[config.mk]
export PLATFORM = sky130hd
export DESIGN_NAME = lifo_stack
export DESIGN_NICKNAME = d
export VERILOG_FILES = /design/src/rtl/lifo_stack.sv
export SDC_FILE = /design/constraint.sdc
export NUM_CORES = 1
export LEC_CHECK = 0
export CORE_ASPECT_RATIO = 1.4
export CORE_MARGIN = 1
export CORE_UTILIZATION = 28
export DETAILED_ROUTE_END_ITERATION = 7
export SKIP_LAST_GASP = 1
export SYNTH_ARGS = -nofsm -noshare
export SYNTH_HDL_FRONTEND = slang
export SYNTH_SLANG_ARGS = --single-unit
[constraint.sdc]
create_clock -name clk -period 6 [get_ports clk]
set_input_delay 0.9 -clock clk [delete_from_list [all_inputs] [get_ports clk]]
set_output_delay 0.9 -clock clk [all_outputs]
set_load 0.01 [all_outputs]
[src/rtl/lifo_stack.sv]
// Register-based LIFO stack with push/pop/peek and overflow/underflow flags.
// Latency: d_out valid one cycle after a successful pop or tos; empty/full/count decode combinationally.
// No backpressure: push on full and pop on empty are dropped and reported on ovf/udf (sticky with LIFO_STACK_STICKY_ERR_EN).
module lifo_stack #(
    parameter  int N     = 8,
    parameter  int DEPTH = 16,
    localparam int AW    = $clog2(DEPTH)
) (
    input  logic          clk,
    input  logic          rst,
    input  logic          push,
    input  logic          pop,
    input  logic          tos,
    input  logic [N-1:0]  d_in,
    output logic [N-1:0]  d_out,
    output logic          empty,
    output logic          full,
    output logic [AW:0]   count,
    output logic          ovf,
    output logic          udf
);

    localparam logic [AW:0] CNT_ONE  = (AW+1)'(1);
    localparam logic [AW:0] CNT_FULL = (AW+1)'(DEPTH);

    logic [N-1:0]  mem_q [DEPTH];
    logic [AW:0]   count_q, count_d;
    logic [N-1:0]  dout_q, dout_d;
    logic          ovf_q, ovf_d;
    logic          udf_q, udf_d;

    logic          is_empty, is_full;
    logic [AW:0]   top_ptr;
    logic [AW-1:0] top_idx, push_idx, wr_idx;
    logic          wr_en;
    logic          ovf_evt, udf_evt;

    assign is_empty = (count_q == '0);
    assign is_full  = (count_q == CNT_FULL);
    assign top_ptr  = count_q - CNT_ONE;
    assign top_idx  = top_ptr[AW-1:0];
    assign push_idx = count_q[AW-1:0];

    always_comb begin
        count_d = count_q;
        dout_d  = dout_q;
        wr_en   = 1'b0;
        wr_idx  = push_idx;
        ovf_evt = 1'b0;
        udf_evt = 1'b0;
        if (pop) begin
            if (!is_empty) begin
                dout_d = mem_q[top_idx];
                if (push) begin
                    // Simultaneous push/pop swaps the top entry in place.
                    wr_en  = 1'b1;
                    wr_idx = top_idx;
                end else begin
                    count_d = top_ptr;
                end
            end else begin
                udf_evt = 1'b1;
                if (push) begin
                    wr_en   = 1'b1;
                    wr_idx  = '0;
                    count_d = CNT_ONE;
                end
            end
        end else begin
            // Peek reads the pre-push top, so it is resolved before the push below.
            if (tos && !is_empty) begin
                dout_d = mem_q[top_idx];
            end
            if (push) begin
                if (is_full) begin
                    ovf_evt = 1'b1;
                end else begin
                    wr_en   = 1'b1;
                    count_d = count_q + CNT_ONE;
                end
            end
        end
`ifdef LIFO_STACK_STICKY_ERR_EN
        ovf_d = ovf_q | ovf_evt;
        udf_d = udf_q | udf_evt;
`else
        ovf_d = ovf_evt;
        udf_d = udf_evt;
`endif
    end

    always_ff @(posedge clk or negedge rst) begin
        if (!rst) begin
            count_q <= '0;
            dout_q  <= '0;
            ovf_q   <= 1'b0;
            udf_q   <= 1'b0;
        end else begin
            count_q <= count_d;
            dout_q  <= dout_d;
            ovf_q   <= ovf_d;
            udf_q   <= udf_d;
        end
    end

    // Storage is deliberately not reset; entries above count are never read.
    always_ff @(posedge clk) begin
        if (wr_en && rst) begin
            mem_q[wr_idx] <= d_in;
        end
    end

    assign d_out = dout_q;
    assign count = count_q;
    assign empty = is_empty;
    assign full  = is_full;
    assign ovf   = ovf_q;
    assign udf   = udf_q;

endmodule
==> impl_metrics.py, run 1 <==
metrics = {
    "sta": {
        "finClkSkew_ps": 8.65,
        "max_freq_mhz": 265,
        "holdWs_ps": 524,
        "fin_tns_setup_ps": 0,
        "post-route-min-period_ps": 3780,
        "fin_crit_sh_pct": 63.0,
        "setup_viol": 0,
        "slew_viol_final": 0,
        "finalHoldViolCount": 0,
        "max_slew_margin_pct": 29.0,
        "rsz0062_at_grt": "no",
        "worstMarginPinSlew_ps": 1060,
    },
    "synthesis": {
        "postSynthAreaPerCell_um2": 14.2,
        "synth_ff_type": "edfxtp_1",
        "async_flop_share_pct": 10.5,
        "synth_nets": 457,
        "yosysTopAreaCell": "edfxtp_1",
        "seq_area_frac_synth_pct": 67.5,
        "synth_cell_types": 52,
        "synth_top_area_share_pct": 61.5,
        "yosysWarnings": 0,
        "synth_area_leaders": "edfxtp_1 61%, dfrtp_1 6.0%, mux2i_1 5.4%",
        "ys_ff_latch": 143,
        "mappedNetlistArea_um2": 6250,
        "synth-edff-count": 128,
        "synth_cells": 440,
    },
    "worst_setup_path": {
        "crit_chain": "buf_4, inv_1, ha_4, or3b_1, nor2_1, clkdlybuf4s50_1",
        "crit_path_end_kind": "primary output",
        "cpMaxStageDelayCell": "buf_4",
        "cpPeakStageDelay_ps": 560,
        "ff2ff_path_depth": 9,
        "required_ps": 5100,
        "crit_arrival_ps": 2880,
        "cp-start-kind": "flop",
        "criticalPathCategory": "reg2out",
        "cp_max_fo": 75,
    },
    "pwr": {
        "p_seq_share_pct": 33.3,
        "p_switching_uw": 1430,
        "p_sw_share_pct": 38.1,
        "combPwrFrac_pct": 40.6,
        "pwr-share-clk_pct": 26.1,
        "p_per_area_nw_per_um2": 510,
        "p_int_uw": 2330,
        "p_total_uw": 3750,
        "ir_drop_uv": 295,
        "leakage_uw": 0.00238,
    },
    "global_routing": {
        "track_usage_pct": 13.9,
        "grt_pass1_vias": 3858,
        "grt_pass1_wl_mm": 23.1,
        "grt_max_degree": 76,
        "grt_antenna_before_repair": 0,
        "grt_overflow": 0,
    },
    "outcome": {
        "status": "finished clean",
    },
    "die": {
        "die-area_um2": 22900,
        "initial_core_util_pct": 28.6,
        "rows": 64,
        "core_um2": 21900,
        "ios": 30,
        "die_height_um": 179,
        "die_w_um": 128,
    },
    "route": {
        "wl_per_cell_um": 19.3,
        "drc": 0,
        "viasPerCell": 4.96,
        "drtIter0Drc": 386,
        "totalWireLength_mm": 14.8,
        "dr.pass1.iters": 6,
        "ant_nets": 0,
        "vias": 3807,
    },
    "clocking": {
        "root_buffer": "clkbuf_16",
        "cts_tree": "done",
        "clk_latency_ps": 420,
        "cts_sinks": 143,
        "postCtsResizedCells": 0,
        "clk_pin_slew_worst_paths_ps": 60,
        "cts-buffers-inserted": 17,
        "holdBufCountCts": 0,
        "htreeDepth": 4,
        "cts_setup_buffers": 0,
        "clk_path_buf_depth": 2,
    },
    "cells_and_area": {
        "final_util_pct": 33.7,
        "final_cell_mix": "128 x edfxtp_1, 34 x mux2i_1, 33 x a31oi_1",
        "instances_no_fill": 768,
        "drive_gt1_share_pct": 10.4,
        "multiInputGateArea_um2": 1860,
        "nFillCells": 2096,
        "final_common_cell": "edfxtp_1",
        "antenna_cells": 0,
        "area.growth.synth_to_final_pct": 17.8,
        "seqCellArea_um2": 4220,
        "finish.net_count": 475,
    },
    "placed_design": {
        "portBuffers": 29,
        "placed_cells": 736,
        "place_hpwl_mm": 9.80,
        "place.gp.congestion": 0.872,
    },
    "hold_path": {
        "hold_path.class": "reg2reg",
        "hold_depth": 2,
    },
    "flow_run": {
        "drv_cap": 0,
    },
}
critical path: cells and delay by family, from the launching register on:
kind | cells | cell delay, ps
fa+ha+maj | 1 | 240
simple gates | 2 | 510
flops | 1 | 330
buf+inv | 3 | 1350
cell usage after synthesis, types with 2 or more instances:
cell type and number:
mux2i_1 34, nand2_1 7, a21o_1 2, nand4b_1 8
nor3_1 7, o21ai_0 12, nor2b_1 32, buf_6 2
inv_1 7, a2111oi_0 32, a21oi_1 5, clkbuf_1 20
nand2_2 2, a31oi_1 33, xnor2_1 2, nand3_1 10
dfrtp_1 15, edfxtp_1 128, nor2_1 27, ha_1 4
nand4_1 8, buf_2 13
flip-flops by register name, indices dropped and copies added, names as in the netlist:
register and flops:
count 5, d_out 8, mem_q 128, ovf 1
udf 1
per-layer routing:
metal,share of wire [%],up-vias,GRT usage [%],wire (µm)
met5,0,-,0,0
met4,3.2,0,7.75,476
met3,4.9,30,2.57,728
met2,52,132,24.5,7740
met1,40,1866,15.7,5870
li1,-,1779,-,-
metrics by stage:
| step | setup slack [ps] | cell area (µm²) |
|---|---|---|
| floorplan | 3020 | 6250 |
| global placement | 2100 | 6820 |
| detailed placement | 2010 | 6820 |
| CTS | 2220 | 7360 |
| global route | 2020 | 7360 |
| finish | 2220 | 7360 |
cell type report:
class	instances	area share (%)
Clock buffer	23	6.22
Tap cell	297	5.05
Multi-Input combinational cell	254	25.3
Sequential cell	143	57.3
Clock inverter	9	1.21
Inverter	7	0.357
Timing Repair Buffer	35	4.55
cells by family (layout without fill, tap and decap cells):
kind of cell    Yosys count  after routing  share of synthesized area, %
compound gates          103            103                          12.4
xor+xnor                  3              3                         0.420
fa+ha+maj                 4              4                         0.801
buf+inv                  43             74                          3.14
flops                   143            143                          67.5
mux                      36             36                          5.98
simple gates            108            108                          9.81
path summary, 6_finish.rpt:
| path | startpoint | to | slack, ps |
|---|---|---|---|
| max in group asynchronous | rst | count[0]$_DFFE_PN0P_ | 4510 |
| hold / removal | d_out[0]$_DFFE_PN0P_ | d_out[0]$_DFFE_PN0P_ | 520 |
| hold reg to reg | d_out[0]$_DFFE_PN0P_ | d_out[0]$_DFFE_PN0P_ | 520 |
| setup reg to reg | count[0]$_DFFE_PN0P_ | mem_q[13][7]$_DFFE_PP_ | 2270 |
| setup / recovery | count[0]$_DFFE_PN0P_ | full | 2220 |
| min in group asynchronous | rst | d_out[5]$_DFFE_PN0P_ | 950 |
power by group through the flow:
stage / sequential (µW) / combinational, µW / clock (µW)
floorplan: 1250 / 1060 / 0
global placement: 1270 / 1500 / 0
detailed placement: 1270 / 1520 / 0
CTS: 1250 / 1530 / 992
global route: 1260 / 1670 / 1030
finish: 1250 / 1530 / 979
Power figures use the tool's default switching activity.
==> inputs of run 2 (changes only) <==
==> constraint.sdc (replaced) <==
create_clock -name clk -period 3.5 [get_ports clk]
set_input_delay 0.525 -clock clk [delete_from_list [all_inputs] [get_ports clk]]
set_output_delay 0.525 -clock clk [all_outputs]
set_load 0.01 [all_outputs]
==> impl_metrics.py, run 2 (synthesis gave the netlist of run 1 again) <==
metrics = {
    "outcome": {
        "status": "finished clean",
    },
    "sta": {
        "post-route-min-period_ps": 3110,
        "max_freq_mhz": 322,
        "finClkSkew_ps": 7.75,
        "fin_tns_setup_ps": 0,
        "worstMarginPinSlew_ps": 1060,
        "max_slew_margin_pct": 29.0,
        "setup_viol": 0,
        "finalHoldViolCount": 0,
        "fin_crit_sh_pct": 88.8,
        "rsz0062_at_grt": "no",
        "slew_viol_final": 0,
    },
    "global_routing": {
        "grt_pass1_wl_mm": 22.6,
        "grt_overflow": 0,
        "track_usage_pct": 13.4,
        "grt_antenna_before_repair": 0,
        "grt_max_degree": 97,
        "grt_pass1_vias": 3962,
    },
    "die": {
        "ios": 30,
        "rows": 64,
        "die_w_um": 128,
        "initial_core_util_pct": 28.6,
        "core_um2": 21900,
        "die-area_um2": 22900,
        "die_height_um": 179,
    },
    "cells_and_area": {
        "regMostFlops": "mem_q",
        "final_cell_mix": "128 x edfxtp_1, 34 x mux2i_1, 33 x a31oi_1",
        "nFillCells": 2083,
        "area.growth.synth_to_final_pct": 21.3,
        "largest_register_ffs": 128,
        "antenna_cells": 0,
        "final_common_cell": "edfxtp_1",
        "finish.net_count": 490,
        "drive_gt1_share_pct": 14.0,
        "fin_area_um2": 7590,
    },
    "clocking": {
        "cts-buffers-inserted": 17,
        "cts_sinks": 143,
        "cts_tree": "done",
        "postCtsResizedCells": 0,
        "cts_setup_buffers": 0,
        "root_buffer": "clkbuf_16",
        "clk_path_buf_depth": 2,
        "clk_pin_slew_worst_paths_ps": 60,
        "holdBufCountCts": 0,
        "clk_latency_ps": 420,
        "htreeDepth": 4,
    },
    "worst_setup_path": {
        "required_ps": 2970,
        "criticalPathCategory": "reg2out",
        "crit_arrival_ps": 2580,
        "crit_path_end_kind": "primary output",
        "cp_max_fo": 13,
        "cp-start-kind": "flop",
    },
    "pwr": {
        "p_per_area_nw_per_um2": 891,
        "p_switching_uw": 2460,
        "p_seq_share_pct": 31.4,
        "ir_drop_uv": 702,
        "leakage_uw": 0.00250,
        "p_int_uw": 4300,
        "pwr-share-clk_pct": 28.9,
        "combPwrFrac_pct": 39.7,
        "p_sw_share_pct": 36.4,
    },
    "route": {
        "drtIter0Drc": 335,
        "vias": 3906,
        "totalWireLength_mm": 14.4,
        "ant_nets": 0,
        "drc": 0,
        "viasPerCell": 4.99,
        "dr.pass1.iters": 5,
        "wl_per_cell_um": 18.4,
    },
    "placed_design": {
        "placed_cell_area_um2": 6940,
        "place_hpwl_mm": 9.60,
        "place.gp.congestion": 0.844,
        "portBuffers": 29,
    },
    "hold_path": {
        "hold_path.class": "in2async",
    },
    "flow_run": {
        "drv_cap": 0,
    },
}
==> run 2: cell types whose count changed in the layout (fill, tap and decap cells not counted), sizes merged <==
| cell | previous run | this run |
|---|---|---|
| clkinv | 7 | 6 |
| clkinvlp | 0 | 3 |
| clkbuf | 23 | 17 |
| buf | 6 | 21 |
| bufinv | 1 | 5 |
==> run 2: cell type report <==
cell class | count | area, µm² | share of cell area (%)
Clock buffer | 17 | 425 | 5.61
Clock inverter | 15 | 218 | 2.87
Inverter | 7 | 26.3 | 0.346
Multi-Input combinational cell | 254 | 1860 | 24.6
Sequential cell | 143 | 4220 | 55.6
Tap cell | 297 | 372 | 4.90
Timing Repair Buffer | 50 | 460 | 6.07
==> run 2: stage by stage <==
| stage | std cells | hold slack (ps) | total power, µW | util (%) | worst slack, ps |
|---|---|---|---|---|---|
| CTS | 783 | 519 | 6770 | 34.7 | 380 |
| global placement | 751 | 506 | 4770 | 31.8 | 475 |
| detailed placement | 751 | 508 | 4820 | 31.8 | 377 |
| finish | 783 | 522 | 6760 | 34.7 | 391 |
| global route | 783 | 552 | 7090 | 34.7 | 310 |
| floorplan | 440 | 229 | 3960 | - | 703 |
==> run 2: path summary, 6_finish.rpt <==
| kind | start | to | slack [ps] | cells after the start |
|---|---|---|---|---|
| min in group clk | d_out[7]$_DFFE_PN0P_ | d_out[7]$_DFFE_PN0P_ | 520 | 2 |
| max | count[1]$_DFFE_PN0P_ | empty | 390 | 5 |
| max reg2reg | count[1]$_DFFE_PN0P_ | mem_q[14][7]$_DFFE_PP_ | 540 | 7 |
| min reg2reg | d_out[7]$_DFFE_PN0P_ | d_out[7]$_DFFE_PN0P_ | 520 | 2 |
| max in group asynchronous | rst | count[0]$_DFFE_PN0P_ | 2790 | 2 |
| min | rst | count[4]$_DFFE_PN0P_ | 520 | 2 |
==> run 2: worst max-delay path: stages (launching register included) <==
cell and delay (ps):
dfrtp_1 480, inv_1 220, ha_4 170, nor4b_4 450, buf_4 290, clkdlybuf4s50_1 560
==> run 2: power by group through the flow <==
stage / clock network [µW] / logic (µW) / registers [µW]
finish: 1950 / 2680 / 2120
global route: 2050 / 2900 / 2140
CTS: 1980 / 2660 / 2130
detailed placement: 0 / 2660 / 2160
global placement: 0 / 2620 / 2150
floorplan: 0 / 1810 / 2150
==> run 2: per-layer routing <==
metal	up-vias	share of wire, %	GRT usage (%)
met5	-	0	0
met4	0	2.7	6.37
met3	31	4.5	2.69
met2	130	52	24.0
met1	1937	41	15.2
li1	1808	-	-
==> inputs of run 3 (changes only) <==
--- a/config.mk
+++ b/config.mk
@@ -6,7 +6,7 @@
 export NUM_CORES = 1
 export LEC_CHECK = 0
 export CORE_ASPECT_RATIO = 1.4
-export CORE_MARGIN = 1
+export CORE_MARGIN = 4
 export CORE_UTILIZATION = 28
 export DETAILED_ROUTE_END_ITERATION = 7
 export SKIP_LAST_GASP = 1
==> impl_metrics.py, run 3 (synthesis gave the netlist of run 1 again) <==
metrics = {
    "outcome": {
        "status": "finished clean",
    },
    "route": {
        "drc": 0,
        "wl_per_cell_um": 18.6,
        "viasPerCell": 4.95,
        "ant_nets": 0,
        "dr.pass1.iters": 5,
        "totalWireLength_mm": 14.7,
        "vias": 3902,
        "drtIter0Drc": 271,
    },
    "clocking": {
        "htreeDepth": 4,
        "cts_sinks": 143,
        "cts-buffers-inserted": 17,
        "holdBufCountCts": 0,
        "clk_latency_ps": 410,
        "cts_tree": "done",
        "postCtsResizedCells": 0,
        "cts_setup_buffers": 0,
        "root_buffer": "clkbuf_16",
        "clk_path_buf_depth": 2,
        "clk_pin_slew_worst_paths_ps": 60,
    },
    "pwr": {
        "leakage_uw": 0.00247,
        "p_int_uw": 3940,
        "p_per_area_nw_per_um2": 848,
        "ir_drop_uv": 413,
        "combPwrFrac_pct": 41.8,
        "p_seq_share_pct": 33.3,
        "p_switching_uw": 2410,
        "pwr-share-clk_pct": 24.9,
        "p_sw_share_pct": 37.9,
    },
    "worst_setup_path": {
        "reg2reg_slack_ps": 500,
        "cp-endpoint": "empty",
        "cp_max_fo": 14,
        "crit_arrival_ps": 2580,
        "crit_start": "count[0]$_DFFE_PN0P_",
        "r2r_end": "mem_q[3][6]$_DFFE_PP_",
        "crit_chain": "inv_1, ha_4, nor4b_4, buf_4, clkdlybuf4s50_1",
        "ff2ff_path_depth": 7,
        "crit_family": "buffers and inverters",
        "crit_cells": 5,
        "required_ps": 2970,
        "r2r-start": "count[0]$_DFFE_PN0P_",
        "cpPeakStageDelay_ps": 580,
        "criticalPathCategory": "reg2out",
        "cp-start-kind": "flop",
        "cpMaxStageDelayCell": "nor4b_4",
        "path_buf_inv": 3,
        "crit_path_end_kind": "primary output",
    },
    "global_routing": {
        "grt_antenna_before_repair": 0,
        "track_usage_pct": 12.0,
        "grt_overflow": 0,
        "grt_pass1_wl_mm": 22.3,
        "grt_pass1_vias": 3870,
        "grt_max_degree": 75,
    },
    "flow_run": {
        "drv_cap": 0,
    },
    "die": {
        "initial_core_util_pct": 28.5,
        "die-area_um2": 24800,
        "core_um2": 21900,
        "rows": 64,
        "ios": 30,
        "die_height_um": 185,
        "die_w_um": 134,
    },
    "placed_design": {
        "placed_cells": 757,
        "place.gp.congestion": 0.839,
        "portBuffers": 29,
        "place_hpwl_mm": 10.2,
    },
    "sta": {
        "worstMarginPinSlew_ps": 992,
        "setup_viol": 0,
        "fin_crit_sh_pct": 88.6,
        "max_slew_margin_pct": 33.5,
        "finClkSkew_ps": 7.81,
        "rsz0062_at_grt": "no",
        "slew_viol_final": 0,
        "max_freq_mhz": 322,
        "holdWs_ps": 524,
        "post-route-min-period_ps": 3100,
        "finalHoldViolCount": 0,
        "fin_tns_setup_ps": 0,
    },
    "cells_and_area": {
        "instances_no_fill": 788,
        "finish.net_count": 496,
        "area.growth.synth_to_final_pct": 19.9,
        "nFillCells": 2138,
        "final_common_cell": "edfxtp_1",
        "final_cell_mix": "128 x edfxtp_1, 34 x mux2i_1, 33 x a31oi_1",
        "drive_gt1_share_pct": 14.5,
        "largest_register_ffs": 128,
        "regMostFlops": "mem_q",
        "final_util_pct": 34.2,
        "antenna_cells": 0,
    },
    "hold_path": {
        "hold_path.class": "reg2reg",
    },
}
-- run 3: changes by cell type in the layout (fill, tap and decap cells not counted), sizes merged --
cell      previous run  this run
clkinvlp             3         2
buf                 21        27
clkinv               6         7
clkbuf              17        18
inv                  8        11
bufinv               5         0
-- run 3: area by class of cell --
class / count / area [µm²] / share of cell area, %
tap: 297 / 372 / 4.96
clock buffer: 18 / 429 / 5.73
multi-input combinational: 254 / 1860 / 24.9
sequential: 143 / 4220 / 56.3
clock inverter: 13 / 90.1 / 1.20
timing repair buffer: 56 / 493 / 6.58
inverter: 7 / 26.3 / 0.351
-- run 3: worst min-delay path by stage --
stage               slack, ps                   end                 start  cells after the start
floorplan                 230  count[0]$_DFFE_PN0P_                   rst                      0
global placement          520  d_out[6]$_DFFE_PN0P_  d_out[6]$_DFFE_PN0P_                      2
detailed placement        510  d_out[0]$_DFFE_PN0P_  d_out[0]$_DFFE_PN0P_                      2
CTS                       530  d_out[0]$_DFFE_PN0P_  d_out[0]$_DFFE_PN0P_                      2
global route              570  d_out[3]$_DFFE_PN0P_  d_out[3]$_DFFE_PN0P_                      2
finish                    520  d_out[6]$_DFFE_PN0P_  d_out[6]$_DFFE_PN0P_                      2
-- run 3: metrics by stage --
step | instance area (µm²) | power [µW] | setup WS (ps)
global route | 7490 | 6720 | 281
floorplan | 6250 | 3960 | 703
global placement | 6980 | 4760 | 498
finish | 7490 | 6350 | 398
CTS | 7490 | 6410 | 378
detailed placement | 6980 | 4830 | 431
-- run 3: worst reg2reg max path, cell delays in order, from the launching register on --
cell and delay [ps]:
dfrtp_2 350, buf_4 530, nor3_1 210, xnor2_1 280, buf_4 290, o31a_1 190, nand2_2 80, nor2_1 690
-- run 3: power groups by stage --
stage | registers, µW | logic (µW) | clock network [µW]
finish | 2120 | 2660 | 1580
global route | 2130 | 2890 | 1700
CTS | 2120 | 2680 | 1610
detailed placement | 2150 | 2670 | 0
global placement | 2150 | 2620 | 0
floorplan | 2150 | 1810 | 0
-- run 3: metal layers --
| metal | part of all wire (%) | GRT usage (%) |
|---|---|---|
| met3 | 3.9 | 2.58 |
| met4 | 3.0 | 5.26 |
| met2 | 55 | 22.8 |
| met5 | 0 | 0 |
| met1 | 38 | 12.5 |
